--- config.mk ---
export PLATFORM = sky130hd
export DESIGN_NAME = bit_serial_multiplier_ctrl_flat
export DESIGN_NICKNAME = d
export VERILOG_FILES = /design/src/rtl/bit_serial_multiplier_ctrl_if.sv /design/src/rtl/bit_serial_multiplier_ctrl.sv /design/src/flat_wrapper.sv
export SDC_FILE = /design/constraint.sdc
export NUM_CORES = 1
export LEC_CHECK = 0
export ABC_AREA = 1
export ABC_CLOCK_PERIOD_IN_PS = 1800
export BUFFER_PORTS_ARGS = -buffer_cell sky130_fd_sc_hd__buf_4
export CAP_MARGIN = 20
export CORE_UTILIZATION = 51
export DETAILED_ROUTE_END_ITERATION = 6
export GPL_TIMING_DRIVEN = 0
export PLACE_DENSITY = 0.75
export SLEW_MARGIN = 20
export SYNTH_ARGS = -nofsm -noshare
export SYNTH_HDL_FRONTEND = slang
export SYNTH_SLANG_ARGS = --single-unit
--- constraint.sdc ---
create_clock -name clk -period 1.8 [get_ports clk]
set_input_delay 0.18 -clock clk [delete_from_list [all_inputs] [get_ports clk]]
set_output_delay 0.18 -clock clk [all_outputs]
set_load 0.05 [all_outputs]
--- src/rtl/bit_serial_multiplier_ctrl_if.sv ---
// Operand/product handshake bundle for the bit-serial multiplier sequencer.
//   in_valid/in_ready : operand handshake carrying a, b (W bits each, unsigned)
//   out_valid/out_ready : product handshake carrying product (2W bits)
// master = operand producer / product consumer; slave = the sequencer.
interface bit_serial_multiplier_ctrl_if #(
   parameter int unsigned W = 8
);
   logic             in_valid;
   logic             in_ready;
   logic [W-1:0]     a;
   logic [W-1:0]     b;
   logic             out_valid;
   logic             out_ready;
   logic [2*W-1:0]   product;

   modport master (
      output in_valid, a, b, out_ready,
      input  in_ready, out_valid, product
   );

   modport slave (
      input  in_valid, a, b, out_ready,
      output in_ready, out_valid, product
   );
endinterface

--- src/rtl/bit_serial_multiplier_ctrl.sv ---
// Sequencer for the W-slice bit-serial multiplier array.
// Accepts parallel operands, streams them LSB-first into slice 0 together with the r_in token
// and the array clear, then deserialises the 2W-bit product coming back on p_bit.
// Ports:
//   clk, reset_n : clock (rising edge), asynchronous active-low reset
//   bus          : operand/product valid-ready handshake (slave side)
//   x_bit, y_bit : serial operands to slice 0; xy_bit = x_bit & y_bit
//   r_tok        : r_in token to slice 0, high on the first serial cycle
//   last_bit     : array clear to every slice (FLUSH and the final serial cycle)
//   p_bit        : serial product bit from slice 0 p_out
module bit_serial_multiplier_ctrl #(
   parameter int unsigned W        = 8,
   parameter int unsigned PIPE_LAT = 1
) (
   input  logic                         clk,
   input  logic                         reset_n,
   bit_serial_multiplier_ctrl_if.slave  bus,
   output logic                         x_bit,
   output logic                         y_bit,
   output logic                         xy_bit,
   output logic                         r_tok,
   output logic                         last_bit,
   input  logic                         p_bit
);

   localparam int unsigned N    = 2 * W + PIPE_LAT;
   localparam int unsigned CntW = $clog2(N + 1);

   typedef logic [CntW-1:0] cnt_t;
   localparam cnt_t CntLast = cnt_t'(N - 1);
   localparam cnt_t CntCap  = cnt_t'(PIPE_LAT);

   typedef enum logic [1:0] {StFlush, StIdle, StRun, StHold} state_e;

   state_e           state_q, state_d;
   cnt_t             cnt_q, cnt_d;
   logic [W-1:0]     a_sh_q, a_sh_d;
   logic [W-1:0]     b_sh_q, b_sh_d;
   logic [2*W-1:0]   prod_q, prod_d;
   logic             in_ready_c;
   logic             out_valid_c;

   always_ff @(posedge clk or negedge reset_n) begin
      if (!reset_n) begin
         state_q <= StFlush;
         cnt_q   <= '0;
         a_sh_q  <= '0;
         b_sh_q  <= '0;
         prod_q  <= '0;
      end else begin
         state_q <= state_d;
         cnt_q   <= cnt_d;
         a_sh_q  <= a_sh_d;
         b_sh_q  <= b_sh_d;
         prod_q  <= prod_d;
      end
   end

   always_comb begin
      state_d     = state_q;
      cnt_d       = cnt_q;
      a_sh_d      = a_sh_q;
      b_sh_d      = b_sh_q;
      prod_d      = prod_q;
      in_ready_c  = 1'b0;
      out_valid_c = 1'b0;
      x_bit       = 1'b0;
      y_bit       = 1'b0;
      r_tok       = 1'b0;
      last_bit    = 1'b0;

      unique case (state_q)
         // One cycle of clear for the array's non-reset flops.
         StFlush: begin
            last_bit = 1'b1;
            state_d  = StIdle;
         end

         StIdle: begin
            in_ready_c = 1'b1;
            if (bus.in_valid) begin
               a_sh_d  = bus.a;
               b_sh_d  = bus.b;
               cnt_d   = '0;
               prod_d  = '0;
               state_d = StRun;
            end
         end

         StRun: begin
            x_bit    = a_sh_q[0];
            y_bit    = b_sh_q[0];
            // Zero fill supplies the 0 operand bits for k >= W.
            a_sh_d   = a_sh_q >> 1;
            b_sh_d   = b_sh_q >> 1;
            r_tok    = (cnt_q == '0);
            last_bit = (cnt_q == CntLast);
            // First product bit arrives PIPE_LAT cycles in; 2W right shifts land it in bit 0.
            if (cnt_q >= CntCap) begin
               prod_d = {p_bit, prod_q[2*W-1:1]};
            end
            if (cnt_q == CntLast) begin
               state_d = StHold;
            end else begin
               cnt_d = cnt_q + cnt_t'(1);
            end
         end

         StHold: begin
            out_valid_c = 1'b1;
            if (bus.out_ready) begin
               state_d = StIdle;
            end
         end

         default: begin
            state_d = StFlush;
         end
      endcase
   end

   assign xy_bit        = x_bit & y_bit;
   assign bus.in_ready  = in_ready_c;
   assign bus.out_valid = out_valid_c;
   assign bus.product   = prod_q;

endmodule

--- src/flat_wrapper.sv ---
// flat-port wrapper written by rule: the top's interface ports become plain ports
module bit_serial_multiplier_ctrl_flat 
#(
   parameter int unsigned W        = 8,
   parameter int unsigned PIPE_LAT = 1
)
  (clk, reset_n, x_bit, y_bit, xy_bit, r_tok, last_bit, p_bit, bus_in_valid, bus_a, bus_b, bus_out_ready, bus_in_ready, bus_out_valid, bus_product);
  bit_serial_multiplier_ctrl_if #(.W(W)) bus_i ();
  input  logic clk;
  input  logic reset_n;
  output logic x_bit;
  output logic y_bit;
  output logic xy_bit;
  output logic r_tok;
  output logic last_bit;
  input  logic p_bit;
  input wire logic [$bits(bus_i.in_valid)-1:0] bus_in_valid;
  input wire logic [$bits(bus_i.a)-1:0] bus_a;
  input wire logic [$bits(bus_i.b)-1:0] bus_b;
  input wire logic [$bits(bus_i.out_ready)-1:0] bus_out_ready;
  output wire logic [$bits(bus_i.in_ready)-1:0] bus_in_ready;
  output wire logic [$bits(bus_i.out_valid)-1:0] bus_out_valid;
  output wire logic [$bits(bus_i.product)-1:0] bus_product;
  assign bus_i.in_valid = bus_in_valid;
  assign bus_i.a = bus_a;
  assign bus_i.b = bus_b;
  assign bus_i.out_ready = bus_out_ready;
  assign bus_in_ready = bus_i.in_ready;
  assign bus_out_valid = bus_i.out_valid;
  assign bus_product = bus_i.product;
  bit_serial_multiplier_ctrl #(.W(W), .PIPE_LAT(PIPE_LAT)) u_core (.clk(clk), .reset_n(reset_n), .bus(bus_i), .x_bit(x_bit), .y_bit(y_bit), .xy_bit(xy_bit), .r_tok(r_tok), .last_bit(last_bit), .p_bit(p_bit));
endmodule
* Word level (Yosys, flattened, before mapping)
Cells that the tools add are included. Widths: inputs -> output; s select.
Storage, ports and cells: bits in registers 39, bits in latches 0, bits in writable memories 0, memory bits (read-only) 0, output and inout bits 23, memories kept 0
Operators by class: add/subtract/negate cells 1, multipliers 0, div/mod/pow operators 0, $lt $le $gt $ge 1, equality and inequality tests 9, shift operators 0, multiplexer cells 20, bitwise operators 1, reduce and logical (&&, ||, !) cells 7
Operators with widths (count):
- $mux 16 | 2
- $pmux 16 s2 | 1
- $pmux 8 s2 | 2
- $mux 8 | 2
- $mux 5 | 2
- $pmux 5 s2 | 1
- $reduce_and 3->1 | 3
- $pmux 2 s4 | 1
- $mux 2 | 3
- $ne 2x2->1 const B | 3
- $add 5x1->5 const B | 1
- $eq 5x5->1 const B | 1
- $ge 5x1->1 const B | 1
- $logic_not 5->1 | 1
- $mux 1 | 5
- $eq 2x2->1 const B | 2
- $ne 2x1->1 const B | 2
- $eq 2x1->1 const B | 1
- $logic_not 2->1 | 1
- $pmux 1 s2 | 1
- $reduce_and 2->1 | 1
- $reduce_bool 2->1 | 1
- $and 1x1->1 | 1

* Longest topological paths before layout
Gate-level depths: netlist of the first run.
word-level depth 3, depth in mapped cells 10, mapped depth without buffers 9

* Worst setup path before layout of the first run
No wires, ideal clock.
path kind register -> output, start point register u_core.state_q[0], end point output xy_bit, data arrival time 1768 ps, required time 1620 ps, slack -148 ps, cell stages (with the launch flop) 7, path buffers 2, cell sequence dfrtp_1 > inv_1 > ha_1 > buf_4 > clkbuf_1 > nand2_1 > nor2_1
On the way: longest elaborated chain between the ends 3, elaborated cells between the ends (all ways) 4, those cells by class eq/ne (1); mux (2); bitwise (1)
Ends and longest elaborated chain:
- start: declaration | RTL line bit_serial_multiplier_ctrl.sv:35 | state_e state_q, state_d;
- start signal: assignment | RTL line bit_serial_multiplier_ctrl.sv:45 | state_q <= StFlush;
- start signal: assignment | RTL line bit_serial_multiplier_ctrl.sv:51 | state_q <= state_d;
- $eq 2x2->1 * | RTL line bit_serial_multiplier_ctrl.sv:72 | unique case (state_q)
- $mux 1 | RTL line bit_serial_multiplier_ctrl.sv:72
- $and 1x1->1 * | RTL line bit_serial_multiplier_ctrl.sv:122 | assign xy_bit = x_bit & y_bit;
- end: declaration | RTL line flat_wrapper.sv:13 | output logic xy_bit;
Mark *: on every way between the ends. The rest lies on a longest branch, timed or not.

* Final worst setup path of the first run
start point register u_core.state_q[0], end point output r_tok
On the way: longest elaborated chain between the ends 2
Ends and longest elaborated chain:
- $eq 2x2->1 | RTL line bit_serial_multiplier_ctrl.sv:72
- $mux 1 | RTL line bit_serial_multiplier_ctrl.sv:72
- end: declaration | RTL line flat_wrapper.sv:14 | output logic r_tok;
No other way between the ends.

==> results.cfg, run 1 <==
[status]
status = finished, final reports clean

[floorplan]
fp-row-count = 23
initial_utilization_pct = 52.9
die_h_microns = 66.4
coreArea_sq_um = 4000
die_area_sq_um = 4410
ios = 44
die_w_microns = 66.4

[global_route]
antenna_found_initial = 0
gr-total-overflow = 0
grt_max_degree = 40
grt_pass1_wl_mm = 7.29
grt_pass1_vias = 1702
grtUsageTotal_pct = 22.0

[timing]
setup_slack_ns = 0.0940
rsz0062_at_grt = no
setup_violations = 0
max_freq_mhz = 586
fin_skew_ns = 0.00772
slew-limit-headroom_pct = 66.6
min_period_ns = 1.71
maxSlewViolCount = 0
finalHoldViolations = 0
tightest_slew_ns = 0.501
hold_slack_ns = 0.131
tns_ns = 0
finalCritPeriodShare_pct = 94.8

[synth]
ys_warn_count = 0
yosysSeqAreaShare_pct = 46.1
syn_inst = 271
syn_nets = 300
syn_avg_cell_area_sq_um = 7.81
syn_area_sq_um = 2120
ys_ff_latch = 39
yosysUniqueCellTypes = 24

[placed_design]
place_congestion = 0.780
hpwl_mm = 3.06
place_ws_ns = -0.0579
postPlaceCellArea_sq_um = 2510
port-buffer-count = 43
dp.cells = 364

[cts]
clock_latency_ns = 0.29
cts_sinks = 39
tritoncts = built
cts_buffers = 5
cts_root_buf = clkbuf_8
h-tree-depth = 2
clk_pin_slew_ns = 0.08
cts_buffer_depth = 2

[power]
power_leakage_nw = 1.42
p_comb_share_pct = 54.1
p_per_area_nw_per_um2 = 1530
p_switching_mw = 1.84
finalPower_mw = 4.06
power.ir.vdd_worst_v = 0.000991
p_seq_share_pct = 29.8
clockPowerShare_pct = 16.1
netSwitchingFraction_pct = 45.4
intPower_mw = 2.21

[hold_path]
holdPathEnd = u_core.b_sh_q[7]$_DFFE_PN0P_
whs_path_depth = 3
hold_path_class = primary input to register
hp-start = bus_b[7]

[detailed_routing]
dr_total_vias = 1835
wl_mm = 4.28
highest_layer = met4
met1_length_mm = 2.06
antenna_left = 0
drt_first_iter_violations = 126
first_pass_iters = 4
wl_met3_microns = 204
avgViaCountPerCell = 4.91
wire_per_inst_microns = 11.4
routed-wl-met2_mm = 1.97
drc = 0

[worst_setup_path]
reg2reg_depth = 9
cp_common_cell = buf_6
r2r-start = u_core.state_q[0]$_DFFE_PN0P_
critPathKind = register to primary output
worst-path-buf-inv = 4
slowest_delay_ns = 0.39
crit_path_end_kind = primary output
critPathMaxFanout = 10
start_kind = register
crit_slowest_cell = dfrtp_1
cp.arrival_ns = 1.53
cp_cell_sequence = inv_1 -> ha_1 -> buf_6 -> buf_8 -> nand3_1 -> nor2_2 -> buf_6
crit_required_ns = 1.62
r2r_setup_slack_ns = 0.18
r2r_end = u_core.a_sh_q[1]$_DFFE_PN0P_
crit_family = buffers and inverters

[cells_and_area]
finish.utilization_pct = 66.4
fin_nets = 352
area_growth_pct = 25.5
num_antenna_cells = 0
final_area_sq_um = 2660
fin_cells = 374
drive_gt1_share_pct = 23.8

[run]
max_cap_viol_count = 0
Yosys cell counts, drive strengths merged:
cell type  instances  area, sq um
dfrtp             39          976
buf               11         82.6
o21ai             32          160
a21oi              2         21.3
nand4              3         18.8
nand3              8         40.0
nand2            105          404
nor2               9         38.8
clkbuf             3         12.5
nand3b            17          128
nor3               1         5.00
o21a               1         7.51
ha                 8          100
inv               31          116
or2                1         6.26
state kept, by name (all words and copies together), names as in the netlist:
register / flops
u_core.a_sh_q: 8
u_core.bus.product: 16
u_core.cnt_q: 5
u_core.state_q: 2
u_core.b_sh_q: 8
power by group through the flow:
stage                     registers (mW)  clock network, mW  logic (mW)
after floorplan                     1.24                  0        1.59
after global placement              1.23                  0        2.09
after detailed placement            1.24                  0        2.12
after CTS                           1.21              0.670        2.19
after global routing                1.24              0.710        2.47
final                               1.21              0.653        2.19
cell usage in the layout (no fill, tap or decap), drive strengths merged:
| cell | netlist | final |
|---|---|---|
| clkinvlp | 0 | 1 |
| nor3 | 1 | 1 |
| a21oi | 2 | 2 |
| dlygate4sd3 | 0 | 1 |
| or2 | 1 | 1 |
| nand3b | 17 | 17 |
| o21a | 1 | 1 |
| nand3 | 8 | 8 |
| nand2 | 105 | 105 |
| ha | 8 | 8 |
| inv | 31 | 31 |
| clkbuf | 3 | 9 |
| dfrtp | 39 | 39 |
| nand4 | 3 | 3 |
| nor2 | 9 | 9 |
| o21ai | 32 | 32 |
| buf | 11 | 56 |
worst register-to-register path, stage by stage, from the launching register on:
cell and delay [ns]:
dfrtp_1 0.39, buf_4 0.15, ha_2 0.19, inv_2 0.09, nor2_2 0.06, a21oi_4 0.20
buf_6 0.18, buf_6 0.14, nand2_1 0.06, o21ai_0 0.09
metal layers:
metal / vias up / GRT usage, %
met5: - / 0
met4: 0 / 6.65
met3: 4 / 6.55
met2: 49 / 35.7
met1: 834 / 28.1
li1: 948 / -
logic make-up (layout without fill, tap and decap cells):
family          Yosys count  after routing  share of synthesized area (%)
simple gates            144            144                           30.3
buf+inv                  45             98                           9.99
flops                    39             39                           46.1
compound gates           35             35                           8.92
fa+ha+maj                 8              8                           4.73
worst max path at each step:
stage	cells after the start	from	slack [ns]	endpoint
6_report	7	u_core.state_q[0]$_DFFE_PN0P_	0.09	r_tok
4_1_cts	7	u_core.state_q[0]$_DFFE_PN0P_	0.04	r_tok
2_1_floorplan	6	u_core.state_q[0]$_DFFE_PN0P_	0.06	r_tok
3_5_place_dp	7	u_core.state_q[0]$_DFFE_PN0P_	-0.06	xy_bit
3_3_place_gp	7	u_core.state_q[0]$_DFFE_PN0P_	-0.02	xy_bit
5_1_grt	7	u_core.state_q[0]$_DFFE_PN0P_	0.007	r_tok
layout make-up:
cell class	count	area, sq um
buffer	14	110
clock buffer	7	96.3
clock inverter	1	7.51
fill	370	1340
inverter	31	116
multi-input combinational	187	940
sequential	39	976
tap	50	62.6
timing repair buffer	45	348
repair_timing:
item                                    4_1_cts  5_1_grt
resized for setup                             5        4
setup buffers                                 1        0
endpoints found under the setup margin        4        7
hold buffers                                  1        0
endpoints found under the hold margin        39        0
No activity file was read; power rests on OpenSTA's default activity.
==> inputs of run 2 (changes only) <==
- RECOVER_POWER: default -> 25
- SETUP_SLACK_MARGIN: default -> 0.5
==> results.cfg, run 2 (synthesized netlist as in run 1, its figures left out) <==
[floorplan]
initial_utilization_pct = 52.9
die_h_microns = 66.4
die_area_sq_um = 4410
fp-row-count = 23
ios = 44
die_w_microns = 66.4
coreArea_sq_um = 4000

[global_route]
grt_pass1_wl_mm = 7.87
gr-total-overflow = 0
grt_max_degree = 40
grtUsageTotal_pct = 24.0
grt_pass1_vias = 1784
antenna_found_initial = 0

[cts]
cts_sinks = 39
clk_pin_slew_ns = 0.08
clock_latency_ns = 0.29
h-tree-depth = 2
tritoncts = built
cts_buffer_depth = 2
cts_buffers = 5
cts_root_buf = clkbuf_8

[hold_path]
hold_path_class = primary input to register

[power]
p_comb_share_pct = 61.3
p_switching_mw = 2.14
power.ir.vdd_worst_v = 0.00121
p_per_area_nw_per_um2 = 1650
power_leakage_nw = 1.54
p_seq_share_pct = 24.4
intPower_mw = 2.81
clockPowerShare_pct = 14.3
netSwitchingFraction_pct = 43.2

[detailed_routing]
avgViaCountPerCell = 5.00
drc = 0
antenna_left = 0
dr_total_vias = 1966
wire_per_inst_microns = 12.8
drt_first_iter_violations = 61
first_pass_iters = 4
wl_mm = 5.04

[cells_and_area]
fin_nets = 372
area_growth_pct = 41.7
drive_gt1_share_pct = 32.4
finish.utilization_pct = 75.0
largest_register_ffs = 16
final_common_cell = nand2_1
num_antenna_cells = 0
layout_common_cells = 98 x nand2_1, 55 x buf_4, 37 x dfrtp_1, 30 x o21ai_0, 25 x inv_1

[timing]
max_freq_mhz = 594
fin_skew_ns = 0.00345
min_period_ns = 1.68
finalHoldViolations = 0
finalCritPeriodShare_pct = 93.6
setup_violations = 0
slew-limit-headroom_pct = 36.0
rsz0062_at_grt = yes
maxSlewViolCount = 0
tns_ns = 0
tightest_slew_ns = 0.961
setup_slack_ns = 0.116

[worst_setup_path]
cp.arrival_ns = 1.50
start_kind = register
crit_path_end_kind = primary output
crit_required_ns = 1.62
critPathKind = register to primary output
critPathMaxFanout = 6

[placed_design]
place_ws_ns = 0.124
port-buffer-count = 43
hpwl_mm = 3.21
place_congestion = 0.747

[run]
max_cap_viol_count = 0

[status]
status = finished, final reports clean
==> run 2: metal layers <==
layer	track usage, %	vias up	routed length [microns]
li1	-	988	-
met1	29.7	918	2290
met2	40.1	52	2420
met3	5.52	8	236
met4	9.57	0	92
met5	0	-	0
==> run 2: final timing paths <==
kind / start / endpoint / slack (ns) / depth (start not counted)
max: u_core.state_q[0]$_DFFE_PN0P_ / r_tok / 0.12 / 7
min: bus_b[7] / u_core.b_sh_q[7]$_DFFE_PN0P_ / 0.15 / 3
max reg2reg: u_core.state_q[1]$_DFFE_PN0P_ / u_core.b_sh_q[3]$_DFFE_PN0P_ / 0.17 / 10
min reg2reg: u_core.bus.product[0]$_DFFE_PN0P_ / u_core.bus.product[0]$_DFFE_PN0P_ / 0.48 / 2
max in group asynchronous: reset_n / u_core.cnt_q[0]$_DFFE_PN0P_ / 0.58 / 2
min in group asynchronous: reset_n / u_core.a_sh_q[3]$_DFFE_PN0P_ / 0.58 / 2
==> run 2: per-stage QoR <==
step / cell area, sq um / power [mW] / std cells / hold WS (ns)
3_3_place_gp: 2610 / 3.54 / 364 / 0.185
4_1_cts: 2960 / 4.83 / 390 / 0.136
5_1_grt: 3000 / 5.29 / 393 / 0.158
3_5_place_dp: 2610 / 3.57 / 364 / 0.185
6_report: 3000 / 4.95 / 393 / 0.145
2_1_floorplan: 2220 / 3.04 / 271 / -0.116
==> run 2: power groups by stage <==
stage	combinational (mW)	sequential (mW)	clock (mW)
3_5_place_dp	2.33	1.24	0
5_1_grt	3.31	1.23	0.751
4_1_cts	2.91	1.20	0.720
6_report	3.04	1.21	0.708
3_3_place_gp	2.30	1.24	0
2_1_floorplan	1.79	1.26	0
==> run 2: worst max-delay path: stages, from the launching register on <==
cell and delay [ns]:
dfrtp_2 0.42, inv_2 0.08, ha_4 0.12, buf_6 0.12, clkbuf_16 0.15, nand3_4 0.08, nor2_4 0.09, buf_8 0.15
==> run 2: repair_timing <==
| item | in CTS | in global routing |
|---|---|---|
| hold buffers | 1 | 0 |
| buffers inserted | 18 | 3 |
| endpoints found under the hold margin | 39 | 0 |
| endpoints found under the setup margin | 45 | 46 |
| pin swaps | 6 | 1 |
| gates resized for setup | 26 | 4 |
==> run 2: area by class of cell <==
class                      count  area, sq um
sequential                    39          978
fill                         300         1000
buffer                        14          135
clock buffer                   6         72.6
tap                           50         62.6
multi-input combinational    187         1050
clock inverter                 1         30.0
inverter                      31          125
timing repair buffer          65          542
==> inputs of run 3 (changes only) <==
- ABC_AREA: 1 -> default
- CORE_ASPECT_RATIO: default -> 2
- PLACE_DENSITY: 0.75 -> 0.76
==> results.cfg, run 3 <==
[worst_setup_path]
crit_path_start = u_core.state_q[1]$_DFFE_PN0P_
critPathMaxFanout = 5
crit_path_end_kind = register
cp.arrival_ns = 1.92
worstSetupEndpoint = u_core.bus.product[2]$_DFFE_PN0P_
start_kind = register
r2r-start = u_core.state_q[1]$_DFFE_PN0P_
crit_required_ns = 1.97
critPathKind = register to register
r2r_end = u_core.bus.product[2]$_DFFE_PN0P_
r2r_setup_slack_ns = 0.06
reg2reg_depth = 8

[cells_and_area]
fin_nets = 300
layout_common_cells = 49 x buf_4, 37 x dfrtp_1, 35 x nand2_1, 31 x mux2i_1, 18 x inv_1
fillCellCount = 235
final_area_sq_um = 2980
largest_register_ffs = 16
area_growth_pct = 49.8
drive_gt1_share_pct = 41.3
final_common_cell = buf_4
num_antenna_cells = 0

[power]
p_comb_share_pct = 60.5
p_seq_share_pct = 26.7
power_leakage_nw = 1.38
netSwitchingFraction_pct = 39.6
p_switching_mw = 1.84
intPower_mw = 2.80
clockPowerShare_pct = 12.8
power.ir.vdd_worst_v = 0.00143
p_per_area_nw_per_um2 = 1560

[placed_design]
postPlaceCellArea_sq_um = 2490
place_congestion = 0.721
port-buffer-count = 43
hpwl_mm = 2.90

[timing]
setup_violations = 0
finalHoldViolations = 0
tns_ns = 0
maxSlewViolCount = 0
finalCritPeriodShare_pct = 96.8
fin_skew_ns = 0.00918
tightest_slew_ns = 0.972
slew-limit-headroom_pct = 35.2
rsz0062_at_grt = yes
min_period_ns = 1.74
max_freq_mhz = 574

[synth]
yosysUniqueCellTypes = 32
yosysSeqAreaShare_pct = 49.0
async_reset_ff_share_pct = 100
synth_ff_type = dfrtp_1
yosysMostFrequentCell = dfrtp_1
syn_nets = 226
synth_top_area_cell = dfrtp_1
synthTopCellsByCount = 39 x dfrtp_1, 35 x nand2_1, 32 x mux2i_1
synthTopCellsByArea = dfrtp_1 49%, mux2i_1 16%, nand2_1 6.6%, ha_1 5.0%, o21ai_0 4.5%
synth_edf_count = 0
synth_top_area_share_pct = 49.0
ys_warn_count = 0
ys_ff_latch = 39
syn_avg_cell_area_sq_um = 10.1
syn_inst = 197
syn_area_sq_um = 1990

[hold_path]
whs_path_depth = 3
hold_path_class = primary input to register

[status]
status = finished, final reports clean

[detailed_routing]
drt_first_iter_violations = 32
dr_total_vias = 1709
avgViaCountPerCell = 5.34
drc = 0
antenna_left = 0
wire_per_inst_microns = 16.1
first_pass_iters = 4
wl_mm = 5.15

[floorplan]
die_h_microns = 90.4
die_area_sq_um = 4170
coreArea_sq_um = 3680
initial_utilization_pct = 54.1
fp-row-count = 31
die_w_microns = 46.2
ios = 44

[cts]
clock_latency_ns = 0.29
cts_buffer_depth = 2
h-tree-depth = 2
tritoncts = built
clk_pin_slew_ns = 0.08
cts_buffers = 5
cts_root_buf = clkbuf_8
cts_sinks = 39

[global_route]
grt_max_degree = 40
antenna_found_initial = 0
grtUsageTotal_pct = 25.6
gr-total-overflow = 0
grt_pass1_vias = 1719
grt_pass1_wl_mm = 7.77

[run]
max_cap_viol_count = 0
run 3: cell types whose count changed after synthesis, moves of 5 or more:
cell	previous run	this run
inv_1	30	24
nor2_1	7	1
o21ai_0	31	18
buf_2	6	1
mux2i_1	0	32
nand3b_1	17	0
nand2_1	103	35
run 3: critical path, stage by stage, from the launching register on:
cell and delay, ns:
dfrtp_1 0.43, buf_4 0.17, inv_6 0.07, ha_4 0.16, mux2i_4 0.32, a31oi_4 0.08, buf_6 0.16, buf_16 0.13
mux2i_1 0.11
run 3: worst min-delay path by stage:
stage | startpoint | to | slack, ns
2_1_floorplan | reset_n | u_core.a_sh_q[0]$_DFFE_PN0P_ | -0.12
3_3_place_gp | reset_n | u_core.bus.product[0]$_DFFE_PN0P_ | 0.18
3_5_place_dp | reset_n | u_core.bus.product[1]$_DFFE_PN0P_ | 0.18
4_1_cts | bus_b[7] | u_core.b_sh_q[7]$_DFFE_PN0P_ | 0.15
5_1_grt | p_bit | u_core.bus.product[15]$_DFFE_PN0P_ | 0.17
6_report | p_bit | u_core.bus.product[15]$_DFFE_PN0P_ | 0.15
run 3: kinds of logic after synthesis:
kind of cell / after synthesis / share of synthesized area [%]
AOI/OAI and AO/OA: 28 / 9.36
adders and majority gates: 8 / 5.03
buffers and inverters: 33 / 6.85
DFF: 39 / 49.0
muxes: 33 / 16.8
and+or+nand+nor: 56 / 13.0
run 3: cell type report:
class	count	area [sq um]	area share [%]
Timing Repair Buffer	67	607	20.3
Inverter	24	95.1	3.19
Clock inverter	1	5.00	0.168
Clock buffer	6	82.6	2.77
Multi-Input combinational cell	125	1030	34.6
Tap cell	49	61.3	2.05
Buffer	9	121	4.07
Sequential cell	39	978	32.8
run 3: per-stage QoR:
step	worst slack, ns	total power, mW	utilization [%]	std cells	hold WS (ns)
after detailed placement	-0.0655	3.20	67.5	289	0.180
after global placement	-0.0401	3.19	67.5	289	0.183
final	0.0570	4.64	81.0	320	0.153
after floorplan	0.120	2.77	-	197	-0.116
after CTS	0.0912	4.48	79.5	318	0.145
after global routing	0.0339	4.89	81.0	320	0.166
run 3: what timing repair did:
action	in CTS	in global routing
cloned	1	0
hold endpoints to repair	39	0
setup buffers	20	2
hold buffers	1	0
gates resized for setup	35	9
pin swaps	3	4
endpoints found under the setup margin	46	46
run 3: layer usage:
layer  track usage [%]  wire, microns
met2              44.0           2960
met1              27.9           1860
met4              14.0            178
met3              3.60            153
met5                 0              0
run 3: power by group through the flow:
| stage | clock network (mW) | registers [mW] | logic [mW] |
|---|---|---|---|
| floorplan | 0 | 1.28 | 1.49 |
| global placement | 0 | 1.26 | 1.92 |
| detailed placement | 0 | 1.27 | 1.93 |
| CTS | 0.602 | 1.23 | 2.65 |
| global route | 0.644 | 1.27 | 2.98 |
| finish | 0.596 | 1.24 | 2.81 |
